==> config.mk <==
export PLATFORM = sky130hd
export DESIGN_NAME = bit_serial_adder
export DESIGN_NICKNAME = d
export VERILOG_FILES = /design/src/rtl/bit_serial_adder_pkg.sv /design/src/rtl/bit_serial_adder_fa.sv /design/src/rtl/bit_serial_adder.sv
export SDC_FILE = /design/constraint.sdc
export NUM_CORES = 1
export LEC_CHECK = 0
export CAP_MARGIN = 20
export CORE_AREA = 4 4 68 70
export DETAILED_ROUTE_END_ITERATION = 10
export DIE_AREA = 0 0 72 74
export PLACE_DENSITY_LB_ADDON = 0.25
export SETUP_SLACK_MARGIN = 0.05
export SLEW_MARGIN = 20
export SYNTH_ARGS = -nofsm -noshare
export SYNTH_HDL_FRONTEND = slang
export SYNTH_SLANG_ARGS = --single-unit
==> constraint.sdc <==
create_clock -name clk -period 1.9 [get_ports clk]
set_clock_uncertainty 0.05 [all_clocks]
set_input_delay 0.475 -clock clk [delete_from_list [all_inputs] [get_ports clk]]
set_output_delay 0.475 -clock clk [all_outputs]
set_load 0.005 [all_outputs]
==> src/rtl/bit_serial_adder_pkg.sv <==
// Shared definitions for the bit-serial adder: controller state encoding.
package bit_serial_adder_pkg;

    localparam logic [1:0] ST_IDLE = 2'd0;
    localparam logic [1:0] ST_RUN  = 2'd1;
    localparam logic [1:0] ST_DONE = 2'd2;

    typedef enum logic [1:0] {
        IDLE = ST_IDLE,
        RUN  = ST_RUN,
        DONE = ST_DONE
    } state_e;

endpackage

==> src/rtl/bit_serial_adder_fa.sv <==
// Single-bit full-adder cell; the carry-out is combinational and is
// registered by the instantiating datapath.
module bit_serial_adder_fa (
    input  logic a,
    input  logic b,
    input  logic Cin,
    output logic sum,
    output logic carry
);

    logic half_s;

    assign half_s = a ^ b;
    assign sum    = half_s ^ Cin;
    assign carry  = (a & b) | (Cin & half_s);

endmodule

==> src/rtl/bit_serial_adder.sv <==
// Bit-serial adder: adds two WIDTH-bit operands plus carry-in one bit per
// clock, LSB first, with a start/busy/done handshake and registered result.
module bit_serial_adder
    import bit_serial_adder_pkg::*;
#(
    parameter int WIDTH = 8
) (
    input  logic             clk,
    input  logic             rst,
    input  logic             start,
    input  logic [WIDTH-1:0] a,
    input  logic [WIDTH-1:0] b,
    input  logic             cin,
    output logic             busy,
    output logic             done,
    output logic [WIDTH-1:0] sum,
    output logic             cout
);

    localparam int               CNT_W    = (WIDTH > 2) ? $clog2(WIDTH) : 1;
    localparam logic [CNT_W-1:0] CNT_LAST = CNT_W'(WIDTH - 1);
    localparam logic [CNT_W-1:0] CNT_ONE  = CNT_W'(1);

    state_e           state_q, state_d;
    logic [WIDTH-1:0] a_sr_q, a_sr_d;
    logic [WIDTH-1:0] b_sr_q, b_sr_d;
    logic [WIDTH-1:0] s_sr_q, s_sr_d;
    logic             carry_q, carry_d;
    logic [CNT_W-1:0] cnt_q, cnt_d;
    logic [WIDTH-1:0] sum_q, sum_d;
    logic             cout_q, cout_d;
    logic             busy_q;
    logic             done_q;

    logic             fa_sum_s;
    logic             fa_carry_s;

    bit_serial_adder_fa u_fa (
        .a     (a_sr_q[0]),
        .b     (b_sr_q[0]),
        .Cin   (carry_q),
        .sum   (fa_sum_s),
        .carry (fa_carry_s)
    );

    // Next-state and datapath update for the IDLE/RUN/DONE controller.
    always_comb begin
        state_d = state_q;
        a_sr_d  = a_sr_q;
        b_sr_d  = b_sr_q;
        s_sr_d  = s_sr_q;
        carry_d = carry_q;
        cnt_d   = cnt_q;
        sum_d   = sum_q;
        cout_d  = cout_q;
        case (state_q)
            IDLE: begin
                if (start) begin
                    a_sr_d  = a;
                    b_sr_d  = b;
                    carry_d = cin;
                    cnt_d   = '0;
                    s_sr_d  = '0;
                    state_d = RUN;
                end else begin
                    state_d = IDLE;
                end
            end
            RUN: begin
                s_sr_d  = {fa_sum_s, s_sr_q[WIDTH-1:1]};
                a_sr_d  = {1'b0, a_sr_q[WIDTH-1:1]};
                b_sr_d  = {1'b0, b_sr_q[WIDTH-1:1]};
                carry_d = fa_carry_s;
                cnt_d   = cnt_q + CNT_ONE;
                // Last bit: publish the result from the freshly shifted value.
                if (cnt_q == CNT_LAST) begin
                    sum_d   = {fa_sum_s, s_sr_q[WIDTH-1:1]};
                    cout_d  = fa_carry_s;
                    state_d = DONE;
                end else begin
                    state_d = RUN;
                end
            end
            DONE: begin
                state_d = IDLE;
            end
            default: begin
                state_d = IDLE;
            end
        endcase
    end

    // State, datapath and handshake registers; reset discards any partial add.
    always_ff @(posedge clk or posedge rst) begin
        if (rst) begin
            state_q <= IDLE;
            a_sr_q  <= '0;
            b_sr_q  <= '0;
            s_sr_q  <= '0;
            carry_q <= 1'b0;
            cnt_q   <= '0;
            sum_q   <= '0;
            cout_q  <= 1'b0;
            busy_q  <= 1'b0;
            done_q  <= 1'b0;
        end else begin
            state_q <= state_d;
            a_sr_q  <= a_sr_d;
            b_sr_q  <= b_sr_d;
            s_sr_q  <= s_sr_d;
            carry_q <= carry_d;
            cnt_q   <= cnt_d;
            sum_q   <= sum_d;
            cout_q  <= cout_d;
            busy_q  <= (state_q == RUN);
            done_q  <= (state_q == DONE);
        end
    end

    assign busy = busy_q;
    assign done = done_q;
    assign sum  = sum_q;
    assign cout = cout_q;

endmodule
# Word level (Yosys, flattened, before mapping)
# Cells that the tools add are included.
# W data, S select, Z words.
# word_totals
word_cells	37
in_bits	20
register_bits	41
# classes
n_mux	13
n_bitwise	5
addsub	1
n_reduce_logical	4
n_eq_ne	4
# ops
op	count
$pmux W8 S2	3
$mux W8	3
$pmux W3 S2	1
$pmux W2 S2	1
$reduce_and A2 Y1	2
$add A3 B1 Y3 const B	1
$eq A3 B3 Y1 const B	1
$mux W3	1
$and A1 B1 Y1	2
$eq A2 B1 Y1 const B	1
$eq A2 B2 Y1 const B	1
$logic_not A2 Y1	1
$mux W1	2
$mux W2	1
$ne A2 B2 Y1 const B	1
$pmux W1 S2	1
$reduce_bool A2 Y1	1
$xor A1 B1 Y1	2
$or A1 B1 Y1	1

# Longest topological paths before layout
# logic_depth
ltp_word	4
mapped_depth	5
depth_no_buf	4

# By module
# Synthesis repeated with hierarchy kept, for this count alone.
# unflattened
hier_cells	149
area_unflattened_um2	1855.5
# modules_own_cells
module	instances	area_per_inst_um2	cells_each	seq_area_each_um2
bit_serial_adder	1	1835.5	148	1001.0
bit_serial_adder_fa	1	20.0	1	0.0

# Worst setup path after synthesis
# OpenSTA, ideal clock, no wires.
# synth_timing
kind	flip-flop to flip-flop
startpoint	reg cnt_q[0]
endpoint	reg cout_q (netlist: cout)
period_less_slack_ps	1521
setup_time_ps	125
stages_incl_launch_ff	6
slack_ps	379
arrival_ps	1346
required_time_ps	1725
cell_sequence	dfrtp_1 ha_1 ha_1 nand3b_1 buf_2 mux2_2
# synth_between
elab_chain_cells	2
# synth_rtl
item	line_no	text
from (decl)	bit_serial_adder.sv:29	logic [CNT_W-1:0] cnt_q, cnt_d;
from (signal assigned)	bit_serial_adder.sv:112	cnt_q <= cnt_d;
$eq A3 B3 Y1	bit_serial_adder.sv:76	if (cnt_q == CNT_LAST) begin
$reduce_and A2 Y1 (no source line)	n/a	
to (signal assigned)	bit_serial_adder.sv:114	cout_q <= cout_d;
to (decl)	bit_serial_adder.sv:31	logic cout_q, cout_d;
# Every way passes these cells.
# A chain may end at the register's enable or synchronous reset.

# Final worst setup path
# layout_timing
startpoint	reg sum_q[6] (netlist: sum[6])
endpoint	out sum[6]
# layout_rtl
item	line_no	text
from (decl)	bit_serial_adder.sv:30	logic [WIDTH-1:0] sum_q, sum_d;
from (signal assigned)	bit_serial_adder.sv:113	sum_q <= sum_d;
to (decl)	bit_serial_adder.sv:16	output logic [WIDTH-1:0] sum,
# No word-level cell between the ends.

==> impl_metrics.csv <==
group,metric,value,unit
status,status,"finished, final reports clean",
critical_path,rrSetupSlack,290,ps
critical_path,critPathKind,"flop to output port",
logic_synthesis,ys_ff_latch,40,
logic_synthesis,netlist.area_leader.share,0.564,
floorplanning,start_util,0.447,
critical_path,cp.arrival,1130,ps
logic_synthesis,syn_nets,168,
clock_network,clock-root-buffer,"clkbuf_8",
critical_path,critical_path.cell_chain,"clkdlybuf4s50_1",
clock_network,cts_resized,0,
placed_design,gp_congestion,0.781,
job,maxCapViolCount,0,
pwr,p_leak,0.977,nW
cells_and_area,nets,198,
global_route,grt_pass1_vias,1303,
critical_path,endpoint_kind,"output port",
cells_and_area,n_antenna_cell,0,
cells_and_area,final_layout_size_suffix_gt1_frac,0.148,
logic_synthesis,yosysWarnings,0,
clock_network,htree_num_levels,2,
global_route,grt_use_total,0.145,
placed_design,dp_hpwl,2300,um
sta,tightest_slew,363,ps
pwr,power.density,1480,nW/um^2
clock_network,cts_tree,"yes",
sta,grt_setup_unrepaired,"no",
detailed_routing,firstDrtPassIters,4,
logic_synthesis,yosysSeqAreaShare,0.564,
critical_path,max_stage_delay,510,ps
clock_network,cts.clk_slew.worst_paths,70,ps
sta,maxSlewViolCount,0,
detailed_routing,drt_wl_total,3400,um
global_route,grt_antenna_before_repair,0,
global_route,grt_pass1_wl,5990,um
detailed_routing,route.detailed.drc,0,
logic_synthesis,avgSynthCellArea,12.2,sq um
clock_network,hold_buffers,0,
critical_path,crit_required,1370,ps
logic_synthesis,syn_inst,145,
sta,fin_crit,1660,ps
clock_network,clock-sinks,40,
logic_synthesis,synth_cell_types,28,
detailed_routing,via_per_inst,5.34,
detailed_routing,ant_nets,0,
clock_network,clk_path_buf_depth,2,
sta,setup_violations,0,
floorplanning,dieArea,5330,sq um
critical_path,critPathSlowestCell,"clkdlybuf4s50_1",
detailed_routing,drt_iter0_drc,86,
cells_and_area,syn_to_final_growth,25.7,%
critical_path,worst-path-buf-inv,1,
critical_path,crit_fanout,2,
critical_path,crit_family,"buffers and inverters",
critical_path,start_kind,"flop",
pwr,power,0.00331,W
floorplanning,die_width,72,um
detailed_routing,vias,1206,
cells_and_area,fin_area,2230,sq um
logic_synthesis,yosysTopAreaCell,"dfrtp_1",
global_route,grt_start_max_net_pins,41,
sta,max_slew_margin,0.758,
placed_design,dpl-instance-area,2140,sq um
floorplanning,core,3970,sq um
sta,hold_viol_final,0,
floorplanning,die-height,74,um
logic_synthesis,netlist_area,1780,sq um
sta,tns,0,ps
detailed_routing,wire_per_inst,15.1,um
clock_network,cts_buffers,5,
worst_hold_path,hold_path.class,"flop to flop",
logic_synthesis,synth_area_leaders,"dfrtp_1 56%, nor4b_1 5.9%, mux2_2 5.7%",
floorplanning,rows,23,
clock_network,clk_latency,280,ps
pwr,vdd_drop_max,0.000691,V
placed_design,place.port_buffers,30,
clock_network,post_cts_buffers,0,
sta,min_period_over_period,0.873,
floorplanning,io_pins,31,
sta,fmax,0.603,GHz
global_route,grt_overflow,0,
==> final timing paths <==
path | startpoint | endpoint | depth (start not counted)
worst max-delay path | sum[6] | sum[6] | 1
worst min-delay path | b_sr_q[7] | b_sr_q[7] | 1
worst max register to register | cnt_q[0] | sum[3] | 5
worst min register to register | b_sr_q[7] | b_sr_q[7] | 1
max in group asynchronous | rst | a_sr_q[6] | 3
min in group asynchronous | rst | s_sr_q[5] | 3
==> worst register-to-register path: stages, from the launching register on <==
cell and delay [ps]:
dfrtp_1 400, ha_1 220, ha_1 200, nand3b_1 80, buf_4 190, mux2_2 350
==> stage by stage <==
step	hold WS, ps	setup WS (ps)	std cells	utilization
floorplan	407	379	145	-
global placement	427	142	218	0.539
detailed placement	425	55.1	218	0.539
CTS	454	228	226	0.562
global route	469	196	226	0.562
finish	449	241	226	0.562
==> power breakdown <==
| part | switching [W] | internal [W] | total [W] |
|---|---|---|---|
| sequential | 0.000248 | 0.00124 | 0.00149 |
| combinational | 0.000524 | 0.000728 | 0.00125 |
| clock | 0.000271 | 0.000296 | 0.000567 |
| total | 0.00104 | 0.00226 | 0.00331 |
==> registers in the layout, summed over array words and instances (netlist names) <==
signal	flops
a_sr_q	8
b_sr_q	8
busy	1
carry_q	1
cnt_q	3
cout	1
done	1
s_sr_q	7
state_q	2
sum	8
==> layout make-up <==
type / instances / area (sq um)
Fill cell: 321 / 1740
Tap cell: 50 / 62.6
Clock buffer: 8 / 90.1
Sequential cell: 40 / 1000
Timing Repair Buffer: 36 / 370
Multi-Input combinational cell: 77 / 651
Inverter: 15 / 56.3
==> cell usage in the layout (no fill, tap or decap) <==
cell type and count:
inv_1 15, mux2_2 9, clkbuf_1 2, nand2b_2 1
o21bai_1 1, nor2_1 10, dfrtp_1 40, or3b_1 1
nor3b_1 1, nor2b_1 1, clkbuf_8 6, nand2b_1 3
a211oi_1 1, mux2i_1 1, buf_12 2, a22o_1 9
a21oi_1 1, fa_1 1, o311ai_1 1, nor4b_1 12
nand2_1 2, o2bb2ai_1 1, or4b_1 3, ha_1 2
o221a_2 3, a221oi_1 11, nand3b_1 1, clkdlybuf4s50_1 30
buf_4 4, o21ba_2 1
==> per-layer routing <==
layer / global-route usage / up-vias / wire length, um
met5: 0 / - / 0
met4: 0.0710 / 0 / 76
met3: 0.0365 / 7 / 180
met2: 0.235 / 39 / 1570
met1: 0.184 / 570 / 1580
li1: - / 590 / -
==> Yosys cell counts <==
library cell and n:
ha_1 2, clkbuf_1 2, or4b_1 3, or3b_1 1, nor3b_1 1, nor2_1 10, a21oi_1 1, nor2b_1 1
nand2b_2 1, nand2_1 2, o21bai_1 1, buf_2 9, a221oi_1 11, o2bb2ai_1 1, nand2b_1 3, mux2i_1 1
mux2_2 9, dfrtp_1 40, nor4b_1 12, inv_1 15, nand3b_1 1, a22o_1 9, fa_1 1, buf_4 2
o221a_2 3, o311ai_1 1, o21ba_2 1, a211oi_1 1
==> cell families after synthesis <==
| logic type | count (synthesis) | synth area share |
|---|---|---|
| flip-flops | 40 | 0.564 |
| AND/OR/NAND/NOR | 35 | 0.134 |
| AO/OA/AOI/OAI | 29 | 0.144 |
| buffers and inverters | 28 | 0.0698 |
| multiplexers | 10 | 0.0627 |
| adder cells (fa/ha/maj) | 3 | 0.0254 |
(Power assumes the default switching activity.)
